===== config.mk =====
export PLATFORM = sky130hd
export DESIGN_NAME = gcm_frame_loader
export DESIGN_NICKNAME = d
export VERILOG_FILES = /design/src/rtl/gcm_frame_loader.sv
export SDC_FILE = /design/constraint.sdc
export NUM_CORES = 1
export LEC_CHECK = 0
export ABC_AREA = 1
export CAP_MARGIN = 25
export CORE_AREA = 2 2 295 297
export CTS_CLUSTER_DIAMETER = 30
export DETAILED_ROUTE_END_ITERATION = 10
export DIE_AREA = 0 0 297 299
export PLACE_DENSITY = 0.58
export SYNTH_ARGS = -nofsm -noshare
export SYNTH_HDL_FRONTEND = slang
export SYNTH_SLANG_ARGS = --single-unit
export TNS_END_PERCENT = 50

===== constraint.sdc =====
create_clock -name clk -period 4.3 [get_ports clk]
set_input_delay 0.43 -clock clk [delete_from_list [all_inputs] [get_ports clk]]
set_output_delay 0.43 -clock clk [all_outputs]
set_load 0.1 [all_outputs]

===== src/rtl/gcm_frame_loader.sv =====
// gcm_frame_loader: collects one MACsec frame into AAD, nonce and three plaintext blocks for aes_gcm_top.
// Define GCM_FRAME_CHECK_EN to enforce in_last framing and the EtherType check, with err/drop_cnt reporting.
module gcm_frame_loader #(
  parameter int WORDS_AAD = 7,
  parameter int WORDS_PT  = 12
) (
  input  logic                    clk,
  input  logic                    rst,
  input  logic [31:0]             in_data,
  input  logic                    in_valid,
  input  logic                    in_last,
  output logic                    in_ready,
  output logic [32*WORDS_AAD-1:0] aad,
  output logic [95:0]             nonce,
  output logic [127:0]            plaintext1,
  output logic [127:0]            plaintext2,
  output logic [127:0]            plaintext3,
  output logic                    out_valid,
  input  logic                    out_ready,
  output logic                    err,
  output logic [7:0]              drop_cnt
);

  localparam int         AAD_W    = 32 * WORDS_AAD;
  localparam int         PT_W     = 32 * WORDS_PT;
  localparam logic [4:0] AAD_END  = 5'(WORDS_AAD);
  localparam logic [4:0] LAST_IDX = 5'(WORDS_AAD + WORDS_PT - 1);

  typedef enum logic [1:0] {COLLECT, FULL, DRAIN} state_t;

  state_t           state_q, state_d;
  logic [4:0]       idx_q, idx_d;
  logic [AAD_W-1:0] aad_q;
  logic [PT_W-1:0]  pt_q;
  logic             in_ready_q;
  logic             accept;
  logic             load_aad;
  logic             load_pt;

`ifdef GCM_FRAME_CHECK_EN
  localparam logic [4:0] ETH_IDX = 5'd3;
  logic       drop;
  logic       err_q;
  logic [7:0] drop_cnt_q;
`else
  logic unused_in_last;
  assign unused_in_last = in_last;
`endif

  assign accept = in_valid && in_ready_q;

  always_comb begin
    state_d  = state_q;
    idx_d    = idx_q;
    load_aad = 1'b0;
    load_pt  = 1'b0;
`ifdef GCM_FRAME_CHECK_EN
    drop     = 1'b0;
`endif
    case (state_q)
      COLLECT: begin
        if (accept) begin
          load_aad = (idx_q < AAD_END);
          load_pt  = (idx_q >= AAD_END);
          idx_d    = idx_q + 5'd1;
`ifdef GCM_FRAME_CHECK_EN
          // A bad EtherType drains the rest of the frame unless this word already ends it.
          if (idx_q == ETH_IDX && in_data[31:16] != 16'h88E5) begin
            drop    = 1'b1;
            idx_d   = 5'd0;
            state_d = in_last ? COLLECT : DRAIN;
          end else if (idx_q == LAST_IDX) begin
            idx_d = 5'd0;
            if (in_last) begin
              state_d = FULL;
            end else begin
              drop    = 1'b1;
              state_d = DRAIN;
            end
          end else if (in_last) begin
            drop  = 1'b1;
            idx_d = 5'd0;
          end
`else
          if (idx_q == LAST_IDX) begin
            idx_d   = 5'd0;
            state_d = FULL;
          end
`endif
        end
      end
      FULL: begin
        if (out_ready) state_d = COLLECT;
      end
      DRAIN: begin
        if (accept && in_last) begin
          state_d = COLLECT;
          idx_d   = 5'd0;
        end
      end
      default: state_d = COLLECT;
    endcase
  end

  // in_ready is registered so it is low during reset and never depends on in_* combinationally.
  always_ff @(posedge clk or negedge rst) begin
    if (!rst) begin
      state_q    <= COLLECT;
      idx_q      <= 5'd0;
      aad_q      <= '0;
      pt_q       <= '0;
      in_ready_q <= 1'b0;
    end else begin
      state_q    <= state_d;
      idx_q      <= idx_d;
      in_ready_q <= (state_d != FULL);
      if (load_aad) aad_q <= {aad_q[AAD_W-33:0], in_data};
      if (load_pt)  pt_q  <= {pt_q[PT_W-33:0], in_data};
    end
  end

`ifdef GCM_FRAME_CHECK_EN
  always_ff @(posedge clk or negedge rst) begin
    if (!rst) begin
      err_q      <= 1'b0;
      drop_cnt_q <= 8'd0;
    end else begin
      err_q <= drop;
      if (drop && drop_cnt_q != 8'hFF) drop_cnt_q <= drop_cnt_q + 8'd1;
    end
  end

  assign err      = err_q;
  assign drop_cnt = drop_cnt_q;
`else
  assign err      = 1'b0;
  assign drop_cnt = 8'd0;
`endif

  // Nonce is SCI (AAD words 5,6) followed by PN (AAD word 4).
  assign in_ready   = in_ready_q;
  assign out_valid  = (state_q == FULL);
  assign aad        = aad_q;
  assign nonce      = {aad_q[63:32], aad_q[31:0], aad_q[95:64]};
  assign plaintext1 = pt_q[PT_W-1     -: 128];
  assign plaintext2 = pt_q[PT_W-1-128 -: 128];
  assign plaintext3 = pt_q[PT_W-1-256 -: 128];

endmodule

==> impl_results.md <==
* CTS tree: yes
* Average size of a mapped cell at 9.04 um2
* Port bufs at 742
* Initial Util at 0.291
* DRC at 0
* Die Span X at 297 um
* CP arrival at 2.72 ns
* Final instance count without filler cells at 4,676
* Hold crit path type: in2reg
* MaxCap Viol Count at 0
* Max Freq at 0.317 GHz
* Initial antenna violation count at 2
* CTS Buf Count at 145
* Top cell family by delay on the critical path: buffers and inverters
* Critical path class: reg2out
* Clk_lat worst skew at 0.71 ns
* Vias in the first global route at 21,500
* Area leader, netlist: dfrtp_1
* CTS H-tree lvls at 4
* Core Region at 0.0859 mm2
* Antenna-violating nets left at 0
* Run status: complete, no violations
* GRT Total Usage at 0.212
* Post-Route Setup TNS at 0 ns
* Area delta synth->final at 50.9%
* First-pass GRT wire length at 142 mm
* Hold Path Stages at 3
* Total number of vias at 21,400
* Final setup viols at 0
* Cell Area, Synth at 0.0250 mm2
* R2R depth at 7
* DR iter-0 viols at 1,824
* Reg2reg setup slack at 1.84 ns
* Number of library cell types mapped by synthesis at 24
* Root buf cell: clkbuf_16
* WL/cell at 20.4 um
* Hold Path End: pt_q[12]$_DFFE_PN0P_
* CP required at 3.87 ns
* Worst Max-Slew Pin Slew at 1.11 ns
* Commonest non-fill, non-tap cell in the layout: nand2_1
* Iteration count of the initial detailed-routing pass at 7
* Slack of the critical path at 1.15 ns
* CTS Buffer Depth at 3
* Via density at 4.57
* Final Slew Violations at 0
* Crit end category: output pin
* Setup Skew at 0.0314 ns
* Largest net degree at the start of global routing at 215
* Warning count from the yosys run at 0
* Max stage delay on crit path at 1.26 ns
* Drt total wl at 95.6 mm
* Synth area leaders: dfrtp_1, nand2_1, nand3_1
* Worst path depth at 1
* Worst-path maximum fanout at 5
* Slew margin rel. at 0.259
* Commonest cells after routing, fill and taps aside: nand2_1, clkdlybuf4s50_1, dfrtp_1
* Die ar. at 0.0888 mm2
* Crit path buf inv count at 1
* GPL Wtd Cong at 0.870
* Hold Violations, Final at 0
* Startpoint types: flop
* Global route total overflow at 0
* Num Clock Sinks at 616
* Sequential area share after synthesis at 0.617
* I/O pins at 752
* Placed Cells incl. Taps at 4,406
* R2r endpoint: aad[163]$_DFFE_PN0P_
* Mapped Cells at 2,764
* Fin crit period at 3.15 ns
* CTS clk-pin slew, worst paths at 0.05 ns
* Critical R2R Launch: state_q[0]$_DFF_PN0_
* Die Y at 299 um
* RSZ-0062 raised after global routing: false
* Row count at 108
* Post-DP HPWL at 65.5 mm
* Area share of the largest cell type after synthesis at 0.617
* Share of layout cells above drive strength 1 at 0.0839
* Final net count at 3,439
* Pre-CTS setup slack at 1.34 ns
* #FFs+latches synth at 616
* Final clock period utilization by the worst path at 0.733
* Crit-path cells: clkdlybuf4s50_1
* Critical Path Slowest Stage Cell: clkdlybuf4s50_1
* Min-Delay Startpoint: in_data[12]
==> state kept, by name, indices dropped and copies added (netlist names) <==
name      cells
aad         224
idx_q         5
in_ready      1
pt_q        384
state_q       2
==> metal layers <==
| layer | share of wire | up-vias | track usage |
|---|---|---|---|
| met2 | 0.45 | 775 | 0.317 |
| met4 | 0.043 | 0 | 0.105 |
| met3 | 0.073 | 185 | 0.0659 |
| li1 | - | 10100 | - |
| met1 | 0.43 | 10300 | 0.277 |
| met5 | 0 | - | 0 |
==> metrics by stage <==
step                      utilization  area, um2  hold slack [ns]
after floorplan                     -      25000            0.134
after global placement          0.379      32600            0.455
after detailed placement        0.379      32600            0.458
after CTS                       0.439      37700            0.267
after global routing            0.439      37700            0.312
final                           0.439      37700            0.325
==> Yosys cell counts (all sizes together) <==
cell type  number
nor3            1
clkbuf         22
ha              2
nand3b          1
inv            43
nand3         551
nand4           3
xor2            1
dfrtp         616
nor2           38
a21oi          33
buf           276
o21ai          36
or2             1
conb            1
nand2        1139
==> what timing repair did <==
item | 4_1_cts | 5_1_grt
setup buffers | 0 | 0
hold endpoints to repair | 95 | 0
hold buffers | 1 | 0
resized for setup | 0 | 0
==> how the worst max path moves through the flow <==
| stage | start | end |
|---|---|---|
| 3_5_place_dp | in_valid | aad[165]$_DFFE_PN0P_ |
| 6_report | aad[91]$_DFFE_PN0P_ | aad[91] |
| 5_1_grt | aad[91]$_DFFE_PN0P_ | nonce[27] |
| 3_3_place_gp | in_valid | aad[174]$_DFFE_PN0P_ |
| 2_1_floorplan | in_ready$_DFF_PN0_ | aad[100]$_DFFE_PN0P_ |
| 4_1_cts | aad[91]$_DFFE_PN0P_ | aad[91] |
==> logic make-up (layout without fill, tap and decap cells) <==
| family | Yosys count | count (layout) | share of synthesized area |
|---|---|---|---|
| adder cells (fa/ha/maj) | 2 | 2 | 0.00100 |
| AND/OR/NAND/NOR | 1734 | 1734 | 0.290 |
| flip-flops | 616 | 616 | 0.617 |
| buffers and inverters | 341 | 1086 | 0.0781 |
| AO/OA/AOI/OAI | 69 | 69 | 0.0138 |
| XOR/XNOR | 1 | 1 | 0.000350 |
| other | 1 | 13 | 0.000150 |
==> area by class of cell <==
type / count / area (um2)
Antenna cell: 4 / 10.0
Clock inverter: 75 / 1010
Fill cell: 8425 / 48200
Multi-Input combinational cell: 1815 / 7690
Tap cell: 1155 / 1450
Inverter: 43 / 166
Timing Repair Buffer: 779 / 7920
Sequential cell: 616 / 15400
Clock buffer: 189 / 4080
Power is not shown: default switching activity piles up to over one toggle a cycle in this logic, so the estimate is an artifact.
